==> src/rtl/xmm_pkg.sv <==
// Shared definitions for the Xmm q15.48 register file and its write-back path.
package xmm_pkg;

  localparam int XMM_ADDR_W    = 5;
  localparam int XMM_NREGS     = 32;
  localparam int XMM_DATA_W    = 64;
  localparam int XMM_FRAC_BITS = 48;

  typedef struct packed {
    logic [XMM_ADDR_W-1:0] addr;
    logic [XMM_DATA_W-1:0] data;
  } xmm_wb_entry_t;

endpackage

==> src/rtl/xmm_wb_fifo.sv <==
// In-order result FIFO with combinational head read. With XMM_WB_FORWARD_EN the
// storage and read pointer are exported so the top can search for forwarding.
module xmm_wb_fifo
  import xmm_pkg::*;
#(
  parameter int DEPTH  = 4,
  parameter int DATA_W = XMM_DATA_W,
  localparam int PTR_W = $clog2(DEPTH),
  localparam int CNT_W = $clog2(DEPTH + 1)
) (
  input  logic                  clk,
  input  logic                  reset,
  input  logic                  wr_en,
  input  logic [XMM_ADDR_W-1:0] wr_addr,
  input  logic [DATA_W-1:0]     wr_data,
  input  logic                  rd_en,
  output logic [XMM_ADDR_W-1:0] head_addr,
  output logic [DATA_W-1:0]     head_data,
  output logic [CNT_W-1:0]      count,
  output logic                  full,
  output logic                  empty
`ifdef XMM_WB_FORWARD_EN
  ,
  output logic [PTR_W-1:0]      rd_ptr,
  output logic [XMM_ADDR_W-1:0] mem_addr_q [DEPTH],
  output logic [DATA_W-1:0]     mem_data_q [DEPTH]
`endif
);

  logic [XMM_ADDR_W-1:0] mem_addr [DEPTH];
  logic [DATA_W-1:0]     mem_data [DEPTH];
  logic [PTR_W-1:0]      wr_ptr_reg;
  logic [PTR_W-1:0]      rd_ptr_reg;
  logic [CNT_W-1:0]      count_reg;
  logic                  do_wr;
  logic                  do_rd;

  assign full  = (count_reg == CNT_W'(DEPTH));
  assign empty = (count_reg == '0);
  assign count = count_reg;
  assign do_wr = wr_en && !full;
  assign do_rd = rd_en && !empty;

  // Storage is not reset; the head is masked to zero whenever the queue is empty.
  assign head_addr = empty ? '0 : mem_addr[rd_ptr_reg];
  assign head_data = empty ? '0 : mem_data[rd_ptr_reg];

  always_ff @(posedge clk or negedge reset) begin
    if (!reset) begin
      wr_ptr_reg <= '0;
      rd_ptr_reg <= '0;
      count_reg  <= '0;
    end else begin
      if (do_wr) wr_ptr_reg <= wr_ptr_reg + 1'b1;
      if (do_rd) rd_ptr_reg <= rd_ptr_reg + 1'b1;
      count_reg <= count_reg + CNT_W'(do_wr) - CNT_W'(do_rd);
    end
  end

  always_ff @(posedge clk) begin
    if (do_wr) begin
      mem_addr[wr_ptr_reg] <= wr_addr;
      mem_data[wr_ptr_reg] <= wr_data;
    end
  end

`ifdef XMM_WB_FORWARD_EN
  assign rd_ptr     = rd_ptr_reg;
  assign mem_addr_q = mem_addr;
  assign mem_data_q = mem_data;
`endif

endmodule

==> src/rtl/xmm_writeback_queue.sv <==
// Write-back queue for the Xmm register file: FIFO drain, register-0 filter and
// per-register pending scoreboard. Optional bypass data under XMM_WB_FORWARD_EN.
module xmm_writeback_queue
  import xmm_pkg::*;
#(
  parameter int DEPTH  = 4,
  parameter int DATA_W = XMM_DATA_W,
  localparam int CNT_W = $clog2(DEPTH + 1)
) (
  input  logic                  clk,
  input  logic                  reset,
  input  logic                  push_valid,
  output logic                  push_ready,
  input  logic [XMM_ADDR_W-1:0] push_addr,
  input  logic [DATA_W-1:0]     push_data,
  input  logic                  drain_hold,
  output logic                  should_write,
  output logic [XMM_ADDR_W-1:0] write_addr,
  output logic [DATA_W-1:0]     write_data,
  input  logic [XMM_ADDR_W-1:0] query_addr1,
  input  logic [XMM_ADDR_W-1:0] query_addr2,
  output logic                  busy1,
  output logic                  busy2,
  output logic [XMM_NREGS-1:0]  pending_mask,
  output logic [CNT_W-1:0]      occupancy
`ifdef XMM_WB_FORWARD_EN
  ,
  output logic                  fwd_hit1,
  output logic                  fwd_hit2,
  output logic [DATA_W-1:0]     fwd_data1,
  output logic [DATA_W-1:0]     fwd_data2
`endif
);

  localparam int PTR_W = $clog2(DEPTH);

  logic push_fire;
  logic enq;
  logic full;
  logic empty;

`ifdef XMM_WB_FORWARD_EN
  logic [PTR_W-1:0]      rd_ptr;
  logic [XMM_ADDR_W-1:0] mem_addr [DEPTH];
  logic [DATA_W-1:0]     mem_data [DEPTH];
`endif

  assign push_ready   = !full;
  assign push_fire    = push_valid && push_ready;
  // Writes to register 0 complete the handshake but are dropped here.
  assign enq          = push_fire && (push_addr != '0);
  assign should_write = !empty && !drain_hold;

  xmm_wb_fifo #(
    .DEPTH (DEPTH),
    .DATA_W(DATA_W)
  ) u_fifo (
    .clk      (clk),
    .reset    (reset),
    .wr_en    (enq),
    .wr_addr  (push_addr),
    .wr_data  (push_data),
    .rd_en    (should_write),
    .head_addr(write_addr),
    .head_data(write_data),
    .count    (occupancy),
    .full     (full),
    .empty    (empty)
`ifdef XMM_WB_FORWARD_EN
    ,
    .rd_ptr    (rd_ptr),
    .mem_addr_q(mem_addr),
    .mem_data_q(mem_data)
`endif
  );

  genvar gi;
  generate
    for (gi = 0; gi < XMM_NREGS; gi++) begin : g_sb
      logic [CNT_W-1:0] cnt_reg;
      logic             inc;
      logic             dec;

      assign inc = enq && (push_addr == XMM_ADDR_W'(gi));
      assign dec = should_write && (write_addr == XMM_ADDR_W'(gi));
      assign pending_mask[gi] = (cnt_reg != '0);

      always_ff @(posedge clk or negedge reset) begin
        if (!reset) begin
          cnt_reg <= '0;
        end else if (inc != dec) begin
          cnt_reg <= inc ? cnt_reg + 1'b1 : cnt_reg - 1'b1;
        end
      end
    end
  endgenerate

  assign busy1 = pending_mask[query_addr1];
  assign busy2 = pending_mask[query_addr2];

`ifdef XMM_WB_FORWARD_EN
  // Scan oldest to youngest so the last match (youngest) wins.
  function automatic logic [DATA_W-1:0] youngest_match(input logic [XMM_ADDR_W-1:0] q);
    logic [DATA_W-1:0] d;
    logic [PTR_W-1:0]  idx;
    d = '0;
    for (int k = 0; k < DEPTH; k++) begin
      idx = rd_ptr + PTR_W'(k);
      if ((CNT_W'(k) < occupancy) && (mem_addr[idx] == q)) d = mem_data[idx];
    end
    return d;
  endfunction

  assign fwd_hit1  = busy1;
  assign fwd_hit2  = busy2;
  assign fwd_data1 = youngest_match(query_addr1);
  assign fwd_data2 = youngest_match(query_addr2);
`endif

endmodule

==> config.mk <==
export PLATFORM = sky130hd
export DESIGN_NAME = xmm_writeback_queue
export DESIGN_NICKNAME = d
export VERILOG_FILES = /design/src/rtl/xmm_pkg.sv /design/src/rtl/xmm_wb_fifo.sv /design/src/rtl/xmm_writeback_queue.sv
export SDC_FILE = /design/constraint.sdc
export NUM_CORES = 1
export LEC_CHECK = 0
export CAP_MARGIN = 30
export CORE_ASPECT_RATIO = 1.4
export CORE_MARGIN = 5
export CORE_UTILIZATION = 55
export CTS_CLUSTER_DIAMETER = 80
export DETAILED_ROUTE_END_ITERATION = 7
export PLACE_DENSITY = 0.75
export RECOVER_POWER = 25
export SLEW_MARGIN = 25
export SYNTH_ARGS = -nofsm -noshare
export SYNTH_HDL_FRONTEND = slang
export SYNTH_SLANG_ARGS = --single-unit
==> constraint.sdc <==
create_clock -name clk -period 4.4 [get_ports clk]
set_input_delay 0.66 -clock clk [delete_from_list [all_inputs] [get_ports clk]]
set_output_delay 0.66 -clock clk [all_outputs]
set_load 0.01 [all_outputs]
* After elaboration in Yosys (flattened, before gate mapping)
Memories as Yosys holds them, arrays and structs flattened.
Index checks and enable logic that the tools add are counted.
** Word-level totals
- Logic and storage cells :: 350
- Register bits :: 103
- Bits in writable memories :: 276
- Bits of input ports :: 83
- Memories :: 2
** Operators by class
- Eq/ne operators :: 95
- Add/sub/neg operators :: 68
- $lt $le $gt $ge :: 2
- Reduce and logical (&&, ||, !) cells :: 108
- Multiplexer cells :: 40
** Memories
- u_fifo.mem_data :: depth 4, width 64, read ports 1, clocked after Yosys merged registers in 0, wr ports 1, line xmm_wb_fifo.sv:31 : logic [DATA_W-1:0] mem_data [DEPTH];
- u_fifo.mem_addr :: depth 4, width 5, read ports 1, clocked after Yosys merged registers in 0, wr ports 1, line xmm_wb_fifo.sv:30 : logic [XMM_ADDR_W-1:0] mem_addr [DEPTH];
** Operator list (number)
- $eq A5 B5 Y1 const B :: 32
- $add A3 B1 Y3 const B :: 32
- $mux W3 :: 32
- $reduce_bool A3 Y1 :: 32
- $sub A3 B1 Y3 const B :: 32
- $eq A5 B4 Y1 const B :: 16
- $logic_and A1 B1 Y1 :: 69
- $mux W64 :: 1
- $eq A5 B3 Y1 const B :: 8
- $ne A1 B1 Y1 :: 32
- $eq A5 B2 Y1 const B :: 4
- $lt A5 B6 Y1 const B :: 2
- $bmux W1 S5 :: 2
- $eq A5 B1 Y1 const B :: 2
- $logic_not A5 Y1 :: 2
- $mux W5 :: 1
- $reduce_bool A5 Y1 :: 1
- $add A2 B1 Y2 const B :: 2
- $mux W1 :: 4
- $add A3 B1 Y3 :: 1
- $eq A3 B3 Y1 const B :: 1
- $logic_not A1 Y1 :: 3
- $logic_not A3 Y1 :: 1
- $sub A3 B1 Y3 :: 1

* Longest topological paths before layout
Gate-level depths: netlist (run 1).
- Depth in word-level cells :: 7
- Gate-level depth with buffers :: 9

* Cells and area by module
A second synthesis (run 1) with hierarchy kept.
** Second synthesis, totals
- Cells, all modules :: 1061
- Area, all modules :: 17154.0 µm²
** Modules (own cells, without submodules)
- xmm_wb_fifo :: area each 10905.5 µm², seq. area each 8463.1 µm², cells an instance 474, times used 1
- xmm_writeback_queue :: area each 6248.5 µm², seq. area each 2402.3 µm², cells an instance 587, times used 1

* Least setup slack after synthesis (run 1)
No wires, ideal clock.
- Kind :: input -> register
- From :: input port push_valid
- To :: memory u_fifo.mem_addr[0][0], enable pin
- Path buffers :: 1
- Setup slack :: 877 ps
- Library setup time :: 435 ps
- Stages on the path :: 4
- Data required time :: 3965 ps
- Arrival :: 3089 ps
- Cell sequence :: clkbuf_1 -> nor2b_1 -> a21boi_1 -> and2_1
** On the way
- Word-level cells in the longest chain between the ends :: 5
** RTL lines
- from (decl) :: line xmm_writeback_queue.sv:12 : input logic push_valid,
- $logic_and A1 B1 Y1 :: line xmm_writeback_queue.sv:49 : assign push_fire = push_valid && push_ready;
- $logic_and A1 B1 Y1 :: line xmm_writeback_queue.sv:51 : assign enq = push_fire && (push_addr != '0);
- $logic_and A1 B1 Y1 :: line xmm_wb_fifo.sv:41 : assign do_wr = wr_en && !full;
- via u_fifo.do_wr :: line xmm_wb_fifo.sv:35 : logic do_wr;
- $mux W1 :: line xmm_wb_fifo.sv:61 : if (do_wr) begin
- $mux W1 (not written as such) :: line xmm_wb_fifo.sv:62 : mem_addr[wr_ptr_reg] <= wr_addr;
- to (decl) :: line xmm_wb_fifo.sv:30
The timed path passes the listed nets, and every way through them passes these cells.

* Worst setup path after layout (run 1)
- From :: register g_sb[10].cnt_reg[0]
- To :: output port busy1
** On the way
- Word-level cells in the longest chain between the ends :: 3
** RTL lines
- from (decl) :: line xmm_writeback_queue.sv:80 : logic [CNT_W-1:0] cnt_reg;
- from (signal assigned) :: line xmm_writeback_queue.sv:92 : cnt_reg <= inc ? cnt_reg + 1'b1 : cnt_reg - 1'b1;
- $reduce_bool A3 Y1 :: line xmm_writeback_queue.sv:86 : assign pending_mask[gi] = (cnt_reg != '0);
- $bmux W1 S5 :: line xmm_writeback_queue.sv:98 : assign busy1 = pending_mask[query_addr1];
- $mux W1 (not written as such) :: line xmm_writeback_queue.sv:98
- to (decl) :: line xmm_writeback_queue.sv:22 : output logic busy1,
Every way passes these cells. The select of a mux whose other input is x is not followed.

==> results of run 1 <==
==> per-layer routing <==
metal  global-route usage, %  share of wire (%)
met5                       0               0.15
met4                   6.773                2.9
met3                   5.361                7.2
met2                   37.61                 52
met1                   26.25                 38
==> final timing paths <==
path | startpoint | end | slack (ns) | depth (start not counted)
min reg2reg | g_sb[5].cnt_reg[2] | g_sb[5].cnt_reg[2] | 0.47 | 1
max | g_sb[10].cnt_reg[0] | busy1 | 0.40 | 6
max in group asynchronous | reset | u_fifo.rd_ptr_reg[1] | 1.52 | 1
max reg2reg | u_fifo.rd_ptr_reg[1] | g_sb[22].cnt_reg[1] | 1.18 | 5
min | g_sb[5].cnt_reg[2] | g_sb[5].cnt_reg[2] | 0.47 | 1
min in group asynchronous | reset | g_sb[3].cnt_reg[0] | 0.99 | 1
==> area by class of cell <==
| type | count | area [um2] | area share, % |
|---|---|---|---|
| tap | 395 | 494.2 | 2.323 |
| multi-input combinational | 618 | 6307 | 29.64 |
| clock buffer | 43 | 991.0 | 4.657 |
| clock inverter | 26 | 291.5 | 1.370 |
| timing repair buffer | 214 | 2151 | 10.11 |
| sequential | 379 | 10870 | 51.10 |
| antenna | 4 | 10.01 | 0.04704 |
| inverter | 43 | 161.4 | 0.7585 |
==> power breakdown <==
group | switching, mW | internal [mW] | leakage [nW] | total, mW
Clock | 1.35 | 1.93 | 0.618 | 3.28
Sequential | 0.752 | 4.87 | 3.76 | 5.63
Combinational | 2.71 | 3.07 | 2.91 | 5.78
Total | 4.81 | 9.88 | 7.29 | 14.7
==> layout by cell type (no fill, tap or decap), drive strengths merged, types with 6 or more instances in the layout <==
cell type      count
a211oi            24
a21oi             12
and2              92
and3              12
buf               24
clkbuf            44
clkdlybuf4s50    145
clkinv            18
dfrtp            103
dlygate4sd3       44
edfxtp           276
fa                32
ha                 8
inv               43
mux2              36
mux2i             38
mux4              78
nand2             19
nand3             14
nand4              6
nor2              28
nor2b             10
nor3              30
or3               24
xnor2             81
xor2              19
==> worst max-delay path: cells and delay by family (launching register included) <==
| family | cells | cell delay, ns |
|---|---|---|
| AO/OA/AOI/OAI | 3 | 0.96 |
| AND/OR/NAND/NOR | 1 | 0.48 |
| multiplexers | 1 | 0.48 |
| buffers and inverters | 1 | 0.48 |
| flip-flops | 1 | 0.42 |
==> through the flow <==
step                power (mW)  cells  area (um2)
finish                   14.69   1722       21280
global route             15.54   1721       21280
CTS                      14.89   1718       21270
detailed placement       11.55   1649       19990
global placement         11.38   1649       19990
floorplan                8.935   1086       17520
==> kinds of logic after synthesis <==
group / synth area share (%)
multiplexers: 14.51
AND/OR/NAND/NOR: 8.954
buffers and inverters: 2.092
XOR/XNOR: 5.041
adder cells (fa/ha/maj): 4.227
AO/OA/AOI/OAI: 3.170
flip-flops: 62.01
==> impl_metrics.json, run 1 <==
{
  "status": "finished with violations",
  "violations": "max-capacitance violations, max-slew violations",
  "area_growth_pct": 21.44,
  "synth_cell_types": 62,
  "min_path_type": "reg2reg",
  "power_density_nw_per_um2": 690.2,
  "die-area_um2": 35580,
  "cp.required_ns": 3.74,
  "worstSkewPairLatency_ns": 0.54,
  "vias_per_cell": 5.797,
  "cts_tree": "built",
  "grt_pass1_wl_um": 59930,
  "totalWireLength_um": 37640,
  "fp.coreArea_um2": 31500,
  "nNetsFinal": 1417,
  "async_reset_ff_share_pct": 27.18,
  "fin_util_pct": 67.54,
  "cts_buffers": 38,
  "largest_reg_flops": 256,
  "drcViolationCount": 0,
  "maxCapViolations": 1,
  "synth_area_leaders": "edfxtp_1 (47%), dfrtp_1 (15%), mux4_2 (10%)",
  "grt-ovfl-total": 0,
  "drive_gt1_share_pct": 16.78,
  "ys.flop_type": "edfxtp_1",
  "die_w_um": 160.9,
  "ys_ff_latch": 379,
  "cts.sinks": 379,
  "fin_setup_tns_ns": 0,
  "routabilityCongestion": 0.8160,
  "arrival_ns": 3.34,
  "slew_headroom_pct": -78.02,
  "post_cts_buffers": 0,
  "synth_area_per_cell_um2": 16.14,
  "port_buffers": 190,
  "clockBufferDepth": 3,
  "postCtsHoldBufs": 0,
  "synth_edf_count": 276,
  "synth.top_cells.by_count": "edfxtp_1 (276), dfrtp_1 (103), and2_1 (92), xnor2_1 (80), mux4_2 (78)",
  "ir_drop_uv": 487.2,
  "fmax_mhz": 249.8,
  "synthCells": 1086,
  "critPathLaunchType": "register",
  "num_vias": 9982,
  "drv_slew": 49,
  "die_y_um": 221.2,
  "clk_pin_slew_ns": 0.07,
  "skew_ns": 0.01984,
  "drt_iter0_drc": 666,
  "path_class": "reg2out",
  "first_pass_iters": 5,
  "yosysMostFrequentCell": "edfxtp_1",
  "crit_chain": "or3_1, mux4_2, a2111oi_0, a31oi_1, o221a_2, clkdlybuf4s50_1",
  "synth_sequential_area_ratio_pct": 62.01,
  "nFillCells": 2115,
  "fin_crit_ns": 4.004,
  "cts_resized": 0,
  "rsz0062_at_grt": "no",
  "dpl.hpwl_um": 25660,
  "leakagePower_nw": 7.288,
  "fin_crit_sh_pct": 90.99,
  "htreeDepth": 2,
  "synth_nets": 1209,
  "ys_warn_count": 0,
  "yosys.area.top_type": "edfxtp_1",
  "start_util_pct": 55.62,
  "hold_viol": 0,
  "first_global_vias": 10720,
  "holdWs_ns": 0.4662,
  "io_pins": 191,
  "grtUsageTotal_pct": 21.45,
  "rows": 77,
  "netlist_area_um2": 17520,
  "cts_root_buf": "clkbuf_16",
  "antenna_found_initial": 8,
  "worstPathMaxFanout": 3,
  "crit_path_end_kind": "output port",
  "grt_max_degree": 70,
  "tightest_slew_ns": 2.670,
  "finalSetupViolations": 0,
  "slowest_delay_ns": 0.61,
  "yosys.area.top_type_share_pct": 47.30,
  "wire_per_inst_um": 21.86,
  "setup_ws_ns": 0.3965,
  "dp_slack_ns": 0.6653,
  "drt.antenna.violating_nets": 0,
  "critPathSlowestCell": "a2111oi_0"
}
Power figures use the tool's default switching activity.
==> run 2: changes to the inputs <==
MAX_ROUTING_LAYER = met4   (was unset)
==> run 2 against run 1 <==
Against the previous run:
- hold slack better by 0.00084 ns
- clock power about the same
- sequential share of layout area about the same
- sequential power about the same
- the flow still finishes with violations (max-capacitance violations, max-slew violations)
- total power about the same
- final area about the same
- via count up 0.10%
- largest cell class unchanged
- non-clock buffer count unchanged
- clock skew down 0.0011 ns
- core utilization about the same
==> impl_metrics.json, run 2 (synthesis results as in run 1) <==
{
  "setup_ws_ns": 0.4016,
  "power_density_nw_per_um2": 690.0,
  "cts_tree": "built",
  "critPathLaunchType": "register",
  "cp.required_ns": 3.74,
  "skew_ns": 0.01876,
  "first_pass_iters": 4,
  "drt_iter0_drc": 593,
  "cts_buffers": 38,
  "maxCapViolations": 1,
  "fin_crit_sh_pct": 90.87,
  "holdWs_ns": 0.4671,
  "leakagePower_nw": 7.288,
  "grt_pass1_wl_um": 59860,
  "worstSkewPairLatency_ns": 0.54,
  "rsz0062_at_grt": "no",
  "whs_endpoint": "g_sb[5].cnt_reg[2]",
  "totalWireLength_um": 37760,
  "io_pins": 191,
  "slowest_delay_ns": 0.61,
  "worstPathMaxFanout": 3,
  "grt_max_degree": 70,
  "slew_headroom_pct": -78.59,
  "dpl.hpwl_um": 25660,
  "crit_path_end_kind": "output port",
  "largest_reg_flops": 256,
  "fmax_mhz": 250.1,
  "crit_buf_inv": 1,
  "post_cts_buffers": 0,
  "final_cell_mix": "edfxtp_1 (276), clkdlybuf4s50_1 (145), dfrtp_1 (101), and2_1 (88), xnor2_1 (80)",
  "die_w_um": 160.9,
  "cts_root_buf": "clkbuf_16",
  "ir_drop_uv": 485.9,
  "arrival_ns": 3.34,
  "clk_pin_slew_ns": 0.06,
  "rows": 77,
  "die-area_um2": 35580,
  "critPathSlowestCell": "a2111oi_0",
  "place_area_um2": 19990,
  "cts_resized": 0,
  "fin_area_um2": 21290,
  "mostFrequentLayoutCell": "edfxtp_1",
  "grt-ovfl-total": 0,
  "wire_per_inst_um": 21.88,
  "dp_slack_ns": 0.6653,
  "antenna_found_initial": 8,
  "fin_crit_ns": 3.998,
  "rr_worst_depth": 5,
  "vias_per_cell": 5.789,
  "finalSetupViolations": 0,
  "r2r_slack_ns": 1.16,
  "drt.antenna.violating_nets": 0,
  "r2r-end": "g_sb[22].cnt_reg[1]",
  "path_depth": 6,
  "drive_gt1_share_pct": 16.78,
  "fp.coreArea_um2": 31500,
  "routabilityCongestion": 0.8281,
  "nNetsFinal": 1417,
  "start_util_pct": 55.62,
  "grtUsageTotal_pct": 22.08,
  "violations": "max-capacitance violations, max-slew violations",
  "tightest_slew_ns": 2.679,
  "drv_slew": 49,
  "crit_start": "g_sb[10].cnt_reg[0]",
  "hold_path_depth": 1,
  "fin_setup_tns_ns": 0,
  "worstHoldStart": "g_sb[5].cnt_reg[2]",
  "cts.sinks": 379,
  "rr_startpoint": "u_fifo.rd_ptr_reg[1]",
  "num_vias": 9992,
  "min_path_type": "reg2reg",
  "area_growth_pct": 21.49,
  "cp_top_family": "compound AO/OA/AOI/OAI gates",
  "drcViolationCount": 0,
  "postCtsHoldBufs": 0,
  "htreeDepth": 2,
  "status": "finished with violations",
  "die_y_um": 221.2,
  "first_global_vias": 10730,
  "path_class": "reg2out",
  "port_buffers": 190,
  "clockBufferDepth": 3,
  "crit_chain": "or3_1, mux4_2, a2111oi_0, a31oi_1, o221a_2, clkdlybuf4s50_1",
  "hold_viol": 0
}
run 2: changes by cell type in the layout (fill, tap and decap cells not counted):
cell     change
diode_2      +4
run 2: worst max-delay path by stage:
stage | end | slack (ns)
2_1_floorplan | u_fifo.mem_addr[0][0] | 0.88
3_3_place_gp | busy1 | 0.66
3_5_place_dp | busy1 | 0.67
4_1_cts | busy1 | 0.39
5_1_grt | busy1 | 0.17
6_report | busy1 | 0.40
run 2: stage by stage:
step	std cells	utilization (%)	power, mW
2_1_floorplan	1086	-	8.935
3_3_place_gp	1649	63.45	11.38
3_5_place_dp	1649	63.45	11.55
4_1_cts	1718	67.52	14.89
5_1_grt	1726	67.58	15.54
6_report	1726	67.58	14.69
run 2: cell type report:
cell class,instances,area (um2)
timing repair buffer,214,2151
tap,395,494.2
fill,2116,10210
sequential,379,10870
multi-input combinational,618,6307
clock inverter,26,291.5
inverter,43,161.4
clock buffer,43,991.0
antenna,8,20.02
run 2: power breakdown:
group / internal, mW / switching (mW) / total, mW / leakage (nW)
Clock: 1.93 / 1.35 / 3.28 / 0.618
Sequential: 4.88 / 0.751 / 5.63 / 3.76
Combinational: 3.07 / 2.71 / 5.78 / 2.91
Total: 9.88 / 4.81 / 14.7 / 7.29
run 2: layer usage:
layer	wire (um)	track usage (%)	part of all wire (%)	vias to the layer above
li1	-	-	-	4507
met1	14440	26.38	38	5079
met2	19640	37.66	52	339
met3	2585	5.026	6.8	67
met4	1098	6.773	2.9	0
met5	0	-	0	-
